==> src/rtl/gray_code_transmitter.sv <==
`default_nettype none
// ============================================================================
// Module   : gray_code_transmitter
// Brief    : Source-side counter driving a registered gray-coded crossing bus,
//            held stable for HOLD_CYCLES after every update.
//            Optional macro GRAY_TX_PENDING_EN buffers one request made
//            while the bus is being held.
// Revision : 1.0 - initial release
// ============================================================================
module gray_code_transmitter #(
    parameter int BUS_WIDTH   = 4,
    parameter int HOLD_CYCLES = 3
) (
    input  logic                 clk,
    input  logic                 reset,
    input  logic                 increment_request,
    output logic                 ready,
    output logic [BUS_WIDTH-1:0] gray_data,
    output logic [BUS_WIDTH-1:0] binary_count,
    output logic                 wrap
);

    localparam int c_HOLD_W = $clog2(HOLD_CYCLES) + 1;

    // Hold-counter values that define the two states.
    localparam logic [c_HOLD_W-1:0] c_IDLE        = '0;
    localparam logic [c_HOLD_W-1:0] c_HOLD_RELOAD = c_HOLD_W'(HOLD_CYCLES - 1);

    logic [c_HOLD_W-1:0]  r_hold_cnt;
    logic [BUS_WIDTH-1:0] r_binary;
    logic [BUS_WIDTH-1:0] r_gray;
    logic                 r_wrap;

    logic                 w_ready;
    logic                 w_request;
    logic                 w_accept;
    logic [BUS_WIDTH-1:0] w_next_binary;
    logic [BUS_WIDTH-1:0] w_next_gray;

    assign w_ready       = (r_hold_cnt == c_IDLE);
    assign w_accept      = w_request & w_ready;
    assign w_next_binary = r_binary + BUS_WIDTH'(1);
    assign w_next_gray   = w_next_binary ^ (w_next_binary >> 1);

`ifdef GRAY_TX_PENDING_EN
    logic r_pending;

    assign w_request = increment_request | r_pending;

    // A request arriving during hold is kept until the bus may change again.
    always_ff @(posedge clk) begin
        if (reset) begin
            r_pending <= 1'b0;
        end else if (w_accept) begin
            r_pending <= 1'b0;
        end else if (increment_request && !w_ready) begin
            r_pending <= 1'b1;
        end
    end
`else
    assign w_request = increment_request;
`endif

    always_ff @(posedge clk) begin
        if (reset) begin
            r_binary   <= '0;
            r_gray     <= '0;
            r_wrap     <= 1'b0;
            r_hold_cnt <= c_IDLE;
        end else begin
            r_wrap <= 1'b0;
            if (w_accept) begin
                r_binary   <= w_next_binary;
                r_gray     <= w_next_gray;
                r_wrap     <= &r_binary;
                r_hold_cnt <= c_HOLD_RELOAD;
            end else if (!w_ready) begin
                r_hold_cnt <= r_hold_cnt - c_HOLD_W'(1);
            end
        end
    end

    assign ready        = w_ready;
    assign gray_data    = r_gray;
    assign binary_count = r_binary;
    assign wrap         = r_wrap;

endmodule
`default_nettype wire

==> config.mk <==
export PLATFORM = sky130hd
export DESIGN_NAME = gray_code_transmitter
export DESIGN_NICKNAME = d
export VERILOG_FILES = /design/src/rtl/gray_code_transmitter.sv
export SDC_FILE = /design/constraint.sdc
export NUM_CORES = 1
export LEC_CHECK = 0
export CELL_PAD_IN_SITES_DETAIL_PLACEMENT = 1
export CELL_PAD_IN_SITES_GLOBAL_PLACEMENT = 1
export CORE_MARGIN = 1.5
export CORE_UTILIZATION = 37
export CTS_CLUSTER_SIZE = 14
export DETAILED_ROUTE_END_ITERATION = 8
export PLACE_DENSITY = 0.79
export SLEW_MARGIN = 20
export SYNTH_ARGS = -nofsm -noshare
export SYNTH_HDL_FRONTEND = slang
export SYNTH_SLANG_ARGS = --single-unit
==> constraint.sdc <==
create_clock -name clk -period 2.5 [get_ports clk]
set_input_delay 0.25 -clock clk [delete_from_list [all_inputs] [get_ports clk]]
set_output_delay 0.25 -clock clk [all_outputs]
set_load 0.05 [all_outputs]
# Word level (Yosys, flattened, before mapping)
# Index checks and enable logic that the tools add are counted.
# W data, S select, Z words.
[totals]
register_bits = 12
wordCells = 17
[op_classes]
reduce_logical = 4
n_eq_ne = 1
addsub = 2
mux = 2
bitwise = 3
[op_table]
columns = ["cell", "n"]
rows = [
  ["$add A4 B1 Y4 const B", 1],
  ["$mux W2", 2],
  ["$reduce_and A4 Y1", 1],
  ["$reduce_or A2 Y1", 2],
  ["$xor A4 B3 Y4", 1],
  ["$logic_not A3 Y1", 1],
  ["$sub A3 B1 Y3 const B", 1],
  ["$ne A2 B1 Y1 const B", 1],
  ["$and A1 B1 Y1", 1],
  ["$not A1 Y1", 1],
]

# Longest topological paths before layout
# Gate-level depths: netlist of run 1.
[depth]
word_depth = 4
ltp_mapped = 5
depth_no_buf = 5

# Least setup slack after synthesis of run 1
# No wires, ideal clock.
[synth_path]
path_type = "flip-flop to flip-flop"
startpoint = "register r_binary[0], in the netlist binary_count[0]"
endpoint = "register r_gray[2], in the netlist gray_data[2]"
t_arrival_ns = 1.533
path_stages_with_launch = 5
slack_ns = 0.850
synth_period_minus_slack_ns = 1.650
setup_ns = 0.117
cell_sequence = "dfxtp_1 ha_1 xor2_1 nand3_1 a32o_1"
[synth_between]
elab_chain_len = 2
[synth_rtl]
columns = ["item", "line", "text"]
rows = [
  ["start, declared", "30", "logic [BUS_WIDTH-1:0] r_binary;"],
  ["start signal, assigned", "73", "r_binary <= w_next_binary;"],
  ["$add A4 B1 Y4", "42", "assign w_next_binary = r_binary + BUS_WIDTH'(1);"],
  ["$xor A4 B3 Y4", "43", "assign w_next_gray = w_next_binary ^ (w_next_binary >> 1);"],
  ["end signal, assigned", "74", "r_gray <= w_next_gray;"],
  ["end, declared", "31", "logic [BUS_WIDTH-1:0] r_gray;"],
]
# No other way between the ends.
# A chain may end at the register's enable or synchronous reset.

# Final worst setup path of run 1
[layout_path]
startpoint = "register r_hold_cnt[0]"
endpoint = "output ready"
[layout_between]
elab_chain_len = 1
[layout_rtl]
columns = ["item", "line", "text"]
rows = [
  ["start, declared", "29", "logic [c_HOLD_W-1:0] r_hold_cnt;"],
  ["start signal, assigned", "69", "r_hold_cnt <= c_IDLE;"],
  ["start signal, assigned", "76", "r_hold_cnt <= c_HOLD_RELOAD;"],
  ["start signal, assigned", "78", "r_hold_cnt <= r_hold_cnt - c_HOLD_W'(1);"],
  ["$logic_not A3 Y1", "40", "assign w_ready = (r_hold_cnt == c_IDLE);"],
  ["end, declared", "17", "output logic ready,"],
]
# No other way between the ends.

==> summary.txt, run 1 <==
# setup viols final = 0
CP Data Required Time = 2.25 ns
Worst rel slew slack = 66.9%
CP most frequent cell = inv_1
Die Wd = 41.0 um
# fillers = 158
Crit path max-delay cell type = clkdlybuf4s50_1
Max Slew Vio Count = 0
CTS tree = yes
Vias in the first global route = 392
Area of the multi-input gates = 285 um2
R2r startpoint = r_hold_cnt[0]
Clk sink count = 11
Final ANT Viol Nets = 0
Status = finished, final reports clean
Count leader, synth = dfxtp_1
RSZ-0062 raised after global routing = false
VDD IR max = 0.614 mV
Grt ovf = 0
Detailed placement HPWL = 705 um
Worst Setup Path Type = reg2out
Initial Util = 40.6%
H-tree levels = 1
Pre-antenna DRT Iters = 2
I/O Buffers = 12
Drt drc = 0
Critical path arrival = 1.94 ns
Part of the cycle the worst path needs = 87.5%
Crit-path max cell delay = 0.79 ns
Initial antenna violation count = 0
Max Cap Violations = 0
Worst R2R Path Depth = 5
Post-synth top cells = dfxtp_1 (11), nor2_1 (6), inv_1 (5)
#FFs+latches synth = 11
Largest net degree at the start of global routing = 13
Synth top area share = 41.1%
Area contributors post-synth = dfxtp_1 (41%), mux2i_1 (7.5%), ha_1 (7.0%)
Nets = 78
Ys async rst share = 0%
Post-synth EDFFs = 0
F_max = 457 MHz
# hold bufs at CTS = 0
Top_reg_cell synth = dfxtp_1
Wire per inst = 11.9 um
Setup TNS = 0 ns
Mean Syn Cell Area = 9.39 um2
Seq. cell area = 220 um2
Via count = 413
Crit end category = primary output
Diode count = 0
Setup Buffers After CTS = 0
Startpoint types = register
Cell Area, Synth = 536 um2
Buf/Inv on CP = 3
Core area = 1320 um2
Setup crit start = r_hold_cnt[0]
Crit path depth = 5
Post_cts resized = 0
Cell count after synthesis = 57
Drt via density = 4.80
FP Rows = 13
Leak = 0.294 nW
Cts bufs inserted = 3
FF-to-FF setup slack = 1.10 ns
Yosys cell types = 24
Worst hold path type = reg2reg
Fraction of final layout cells sized beyond drive strength 1 = 7.04%
Total track usage = 16.2%
Ys Warns = 0
Die ar. = 1680 um2
Sequential-to-total area share from yosys stat = 41.1%
CP endpoint = ready
DRT iter0 DRCs = 6
Max Buffers Root-to-Sink = 2
Synth area leader = dfxtp_1
# IOs = 13
First-pass GRT wire length = 1710 um
Drt total wl = 1020 um
Final-report hold violation count = 0
Crit path max fanout = 5
Pwr per Cell Area = 1220 nW/um2
Crit path cell chain = inv_1, ha_1, nand2b_1, inv_1, clkdlybuf4s50_1
Worst Tran Pin Value = 0.495 ns
CTS root buf = clkbuf_4
Final clock skew = 0.000497 ns
Min Clock Period, post-route = 2.19 ns
Clk_lat worst skew = 0.26 ns
Die Ht = 41.0 um
Gpl congestion = 0.717
P&R area growth vs syn = 28.7%
Syn_nets = 63
Clk pin slew, worst setup/hold paths = 0.07 ns
Final core utilization = 52.3%
Crit-path leading delay family = buffers and inverters
Reg2reg end = binary_count[2]
## worst min path at each step
stage	slack (ns)	cells past startpoint	start	end
floorplan	0.43	2	increment_request	r_hold_cnt[0]
global placement	0.48	2	gray_data[0]	gray_data[0]
detailed placement	0.49	2	gray_data[0]	gray_data[0]
CTS	0.52	2	gray_data[0]	gray_data[0]
global route	0.57	2	gray_data[0]	gray_data[0]
finish	0.51	2	gray_data[0]	gray_data[0]
## worst register-to-register path: cells and delay by family, from the launching register on
kind,cells,cell delay [ns]
compound gates,1,0.15
fa+ha+maj,1,0.26
buf+inv,1,0.10
flops,1,0.30
simple gates,2,0.52
## stage by stage
| stage | total power, mW | cell area [um2] | hold WS (ns) | worst slack, ns | std cells |
|---|---|---|---|---|---|
| finish | 0.838 | 689 | 0.514 | 0.313 | 86 |
| global route | 0.901 | 689 | 0.566 | 0.213 | 86 |
| CTS | 0.850 | 689 | 0.520 | 0.303 | 86 |
| detailed placement | 0.724 | 663 | 0.492 | 0.599 | 82 |
| global placement | 0.718 | 663 | 0.483 | 0.655 | 82 |
| floorplan | 0.605 | 536 | 0.427 | 0.850 | 57 |
## sequential cells by signal (all words and copies together) (netlist names)
| register | count |
|---|---|
| r_hold_cnt | 3 |
| gray_data | 3 |
| wrap | 1 |
| binary_count | 4 |
## placed cells by master, fill, tap and decap left out, types with 3 or more instances in the layout
cell / instances
nor2_1: 6
xnor2_1: 3
ha_1: 3
clkdlybuf4s50_1: 12
inv_1: 5
clkbuf_4: 3
mux2i_1: 4
dfxtp_1: 11
## layout make-up
class	count	share of cell area, %
Sequential cell	11	31.9
Inverter	5	2.72
Tap cell	15	2.72
Clock buffer	4	3.81
Timing Repair Buffer	12	17.4
Multi-Input combinational cell	39	41.4
## kinds of logic after synthesis
family / share of synthesized area (%)
xor+xnor: 8.18
buf+inv: 5.61
fa+ha+maj: 7.01
simple gates: 21.5
flops: 41.1
mux: 7.48
compound gates: 9.11
## power breakdown
group,internal [mW],switching [mW],total [mW]
Combinational,0.180,0.281,0.461
Clock,0.0616,0.0586,0.120
Sequential,0.223,0.0341,0.257
Total,0.465,0.374,0.838
## metal layers
layer	vias to the layer above	global-route usage, %	part of all wire [%]
li1	220	-	-
met1	181	21.5	56
met2	10	22.3	38
met3	2	4.89	5.4
met4	0	10.0	1.1
met5	-	0	0
No activity file was read; power rests on OpenSTA's default activity.
==> inputs of run 2 (changes only) <==
Settings changed: CAP_MARGIN set to 25, CORE_MARGIN 1.5 to unset, GPL_TIMING_DRIVEN set to 0.
==> summary.txt, run 2 (synthesized netlist as in run 1, its figures left out) <==
Status = finished, final reports clean
Setup Buffers After CTS = 0
CP Data Required Time = 2.25 ns
Crit path max-delay cell type = clkdlybuf4s50_1
Clk sink count = 11
Global-route met3 utilization = 10.6%
Worst Setup Path Type = reg2out
# fillers = 158
Clk_lat worst skew = 0.27 ns
Worst R2R Path Depth = 5
Gpl congestion = 0.723
Critical path arrival = 1.95 ns
DRT iter0 DRCs = 6
Worst rel slew slack = 66.5%
Diode count = 0
Worst setup margin = 0.304 ns
Largest net degree at the start of global routing = 11
Setup TNS = 0 ns
Most frequent cells in the layout = clkdlybuf4s50_1 (12), dfxtp_1 (11), nor2_1 (6)
Initial Util = 40.6%
H-tree levels = 1
# IOs = 13
VDD IR max = 0.767 mV
Grt ovf = 0
R2r startpoint = r_hold_cnt[0]
Die Ht = 40.0 um
Crit-path max cell delay = 0.79 ns
Part of the cycle the worst path needs = 87.8%
# hold bufs at CTS = 0
HP Start = gray_data[0]
Reg2reg end = binary_count[3]
Leak = 0.301 nW
Drt total wl = 1080 um
F_max = 455 MHz
Total track usage = 17.8%
Crit end category = primary output
Final-report hold violation count = 0
FF-to-FF setup slack = 1.12 ns
Nets = 80
Core area = 1320 um2
Drt via density = 4.88
Drt drc = 0
Min Clock Period, post-route = 2.20 ns
Met2 GRT Util = 27.8%
Largest register FFs = 4
Final clock skew = 0.00659 ns
CTS tree = yes
Global routing's busiest layer = met2
FP Rows = 13
Commonest non-fill, non-tap cell in the layout = clkdlybuf4s50_1
Vias in the first global route = 416
First-pass GRT wire length = 1770 um
Initial antenna violation count = 0
GR Util met1 = 20.3%
Die ar. = 1600 um2
Wire per inst = 12.3 um
Max Buffers Root-to-Sink = 2
Setup crit start = r_hold_cnt[0]
P&R area growth vs syn = 30.8%
Worst Tran Pin Value = 0.501 ns
CP most frequent cell = inv_1
Crit path max fanout = 5
Worst hold path type = reg2reg
Die Wd = 40.0 um
CTS root buf = clkbuf_4
I/O Buffers = 12
Max Slew Vio Count = 0
# setup viols final = 0
Pre-antenna DRT Iters = 4
Detailed placement HPWL = 807 um
Cts bufs inserted = 3
Clk pin slew, worst setup/hold paths = 0.07 ns
Final ANT Viol Nets = 0
Post_cts resized = 0
Via count = 429
Fraction of final layout cells sized beyond drive strength 1 = 8.22%
Crit path cell chain = inv_1, ha_1, nand2b_1, inv_1, clkdlybuf4s50_1
Pre-CTS WS = 0.597 ns
RSZ-0062 raised after global routing = false
Startpoint types = register
Pwr per Cell Area = 1200 nW/um2
Worst hold margin = 0.531 ns
CP endpoint = ready
Max Cap Violations = 0
==> run 2: worst min-delay path by stage <==
stage / endpoint / slack, ns / cells after the start
3_5_place_dp: gray_data[0] / 0.49 / 2
2_1_floorplan: r_hold_cnt[0] / 0.43 / 2
3_3_place_gp: gray_data[0] / 0.48 / 2
6_report: gray_data[0] / 0.53 / 2
5_1_grt: gray_data[0] / 0.58 / 2
4_1_cts: r_hold_cnt[2] / 0.55 / 2
==> run 2: layout make-up <==
| cell class | instances | area (um2) | area share [%] |
|---|---|---|---|
| clock buffer | 4 | 26.3 | 3.75 |
| inverter | 5 | 18.8 | 2.68 |
| multi-input combinational | 39 | 285 | 40.7 |
| sequential | 11 | 220 | 31.4 |
| tap | 15 | 18.8 | 2.68 |
| timing repair buffer | 12 | 120 | 17.1 |
| buffer | 2 | 11.3 | 1.61 |
==> run 2: routing by layer <==
layer / share of wire [%] / wire, um
met5: 0 / 0
met4: 1.3 / 14
met3: 7.1 / 77
met2: 44 / 473
met1: 48 / 518
==> run 2: critical path: cells and delay by family, from the launching register on <==
family,cells,cell delay (ns)
adder cells (fa/ha/maj),1,0.26
buffers and inverters,3,0.97
flip-flops,1,0.30
AND/OR/NAND/NOR,1,0.15
==> run 2: through the flow <==
step | cells | utilization [%] | power, mW | instance area, um2
after floorplan | 57 | - | 0.605 | 536
after global placement | 84 | 51.2 | 0.713 | 674
after detailed placement | 84 | 51.2 | 0.722 | 674
after CTS | 88 | 53.2 | 0.853 | 701
after global routing | 88 | 53.2 | 0.904 | 701
final | 88 | 53.2 | 0.839 | 701
==> run 2: power breakdown <==
group | total (mW) | leakage (nW) | internal, mW | switching, mW
Clock | 0.122 | 0.0150 | 0.0618 | 0.0603
Combinational | 0.460 | 0.196 | 0.180 | 0.280
Sequential | 0.256 | 0.0898 | 0.223 | 0.0334
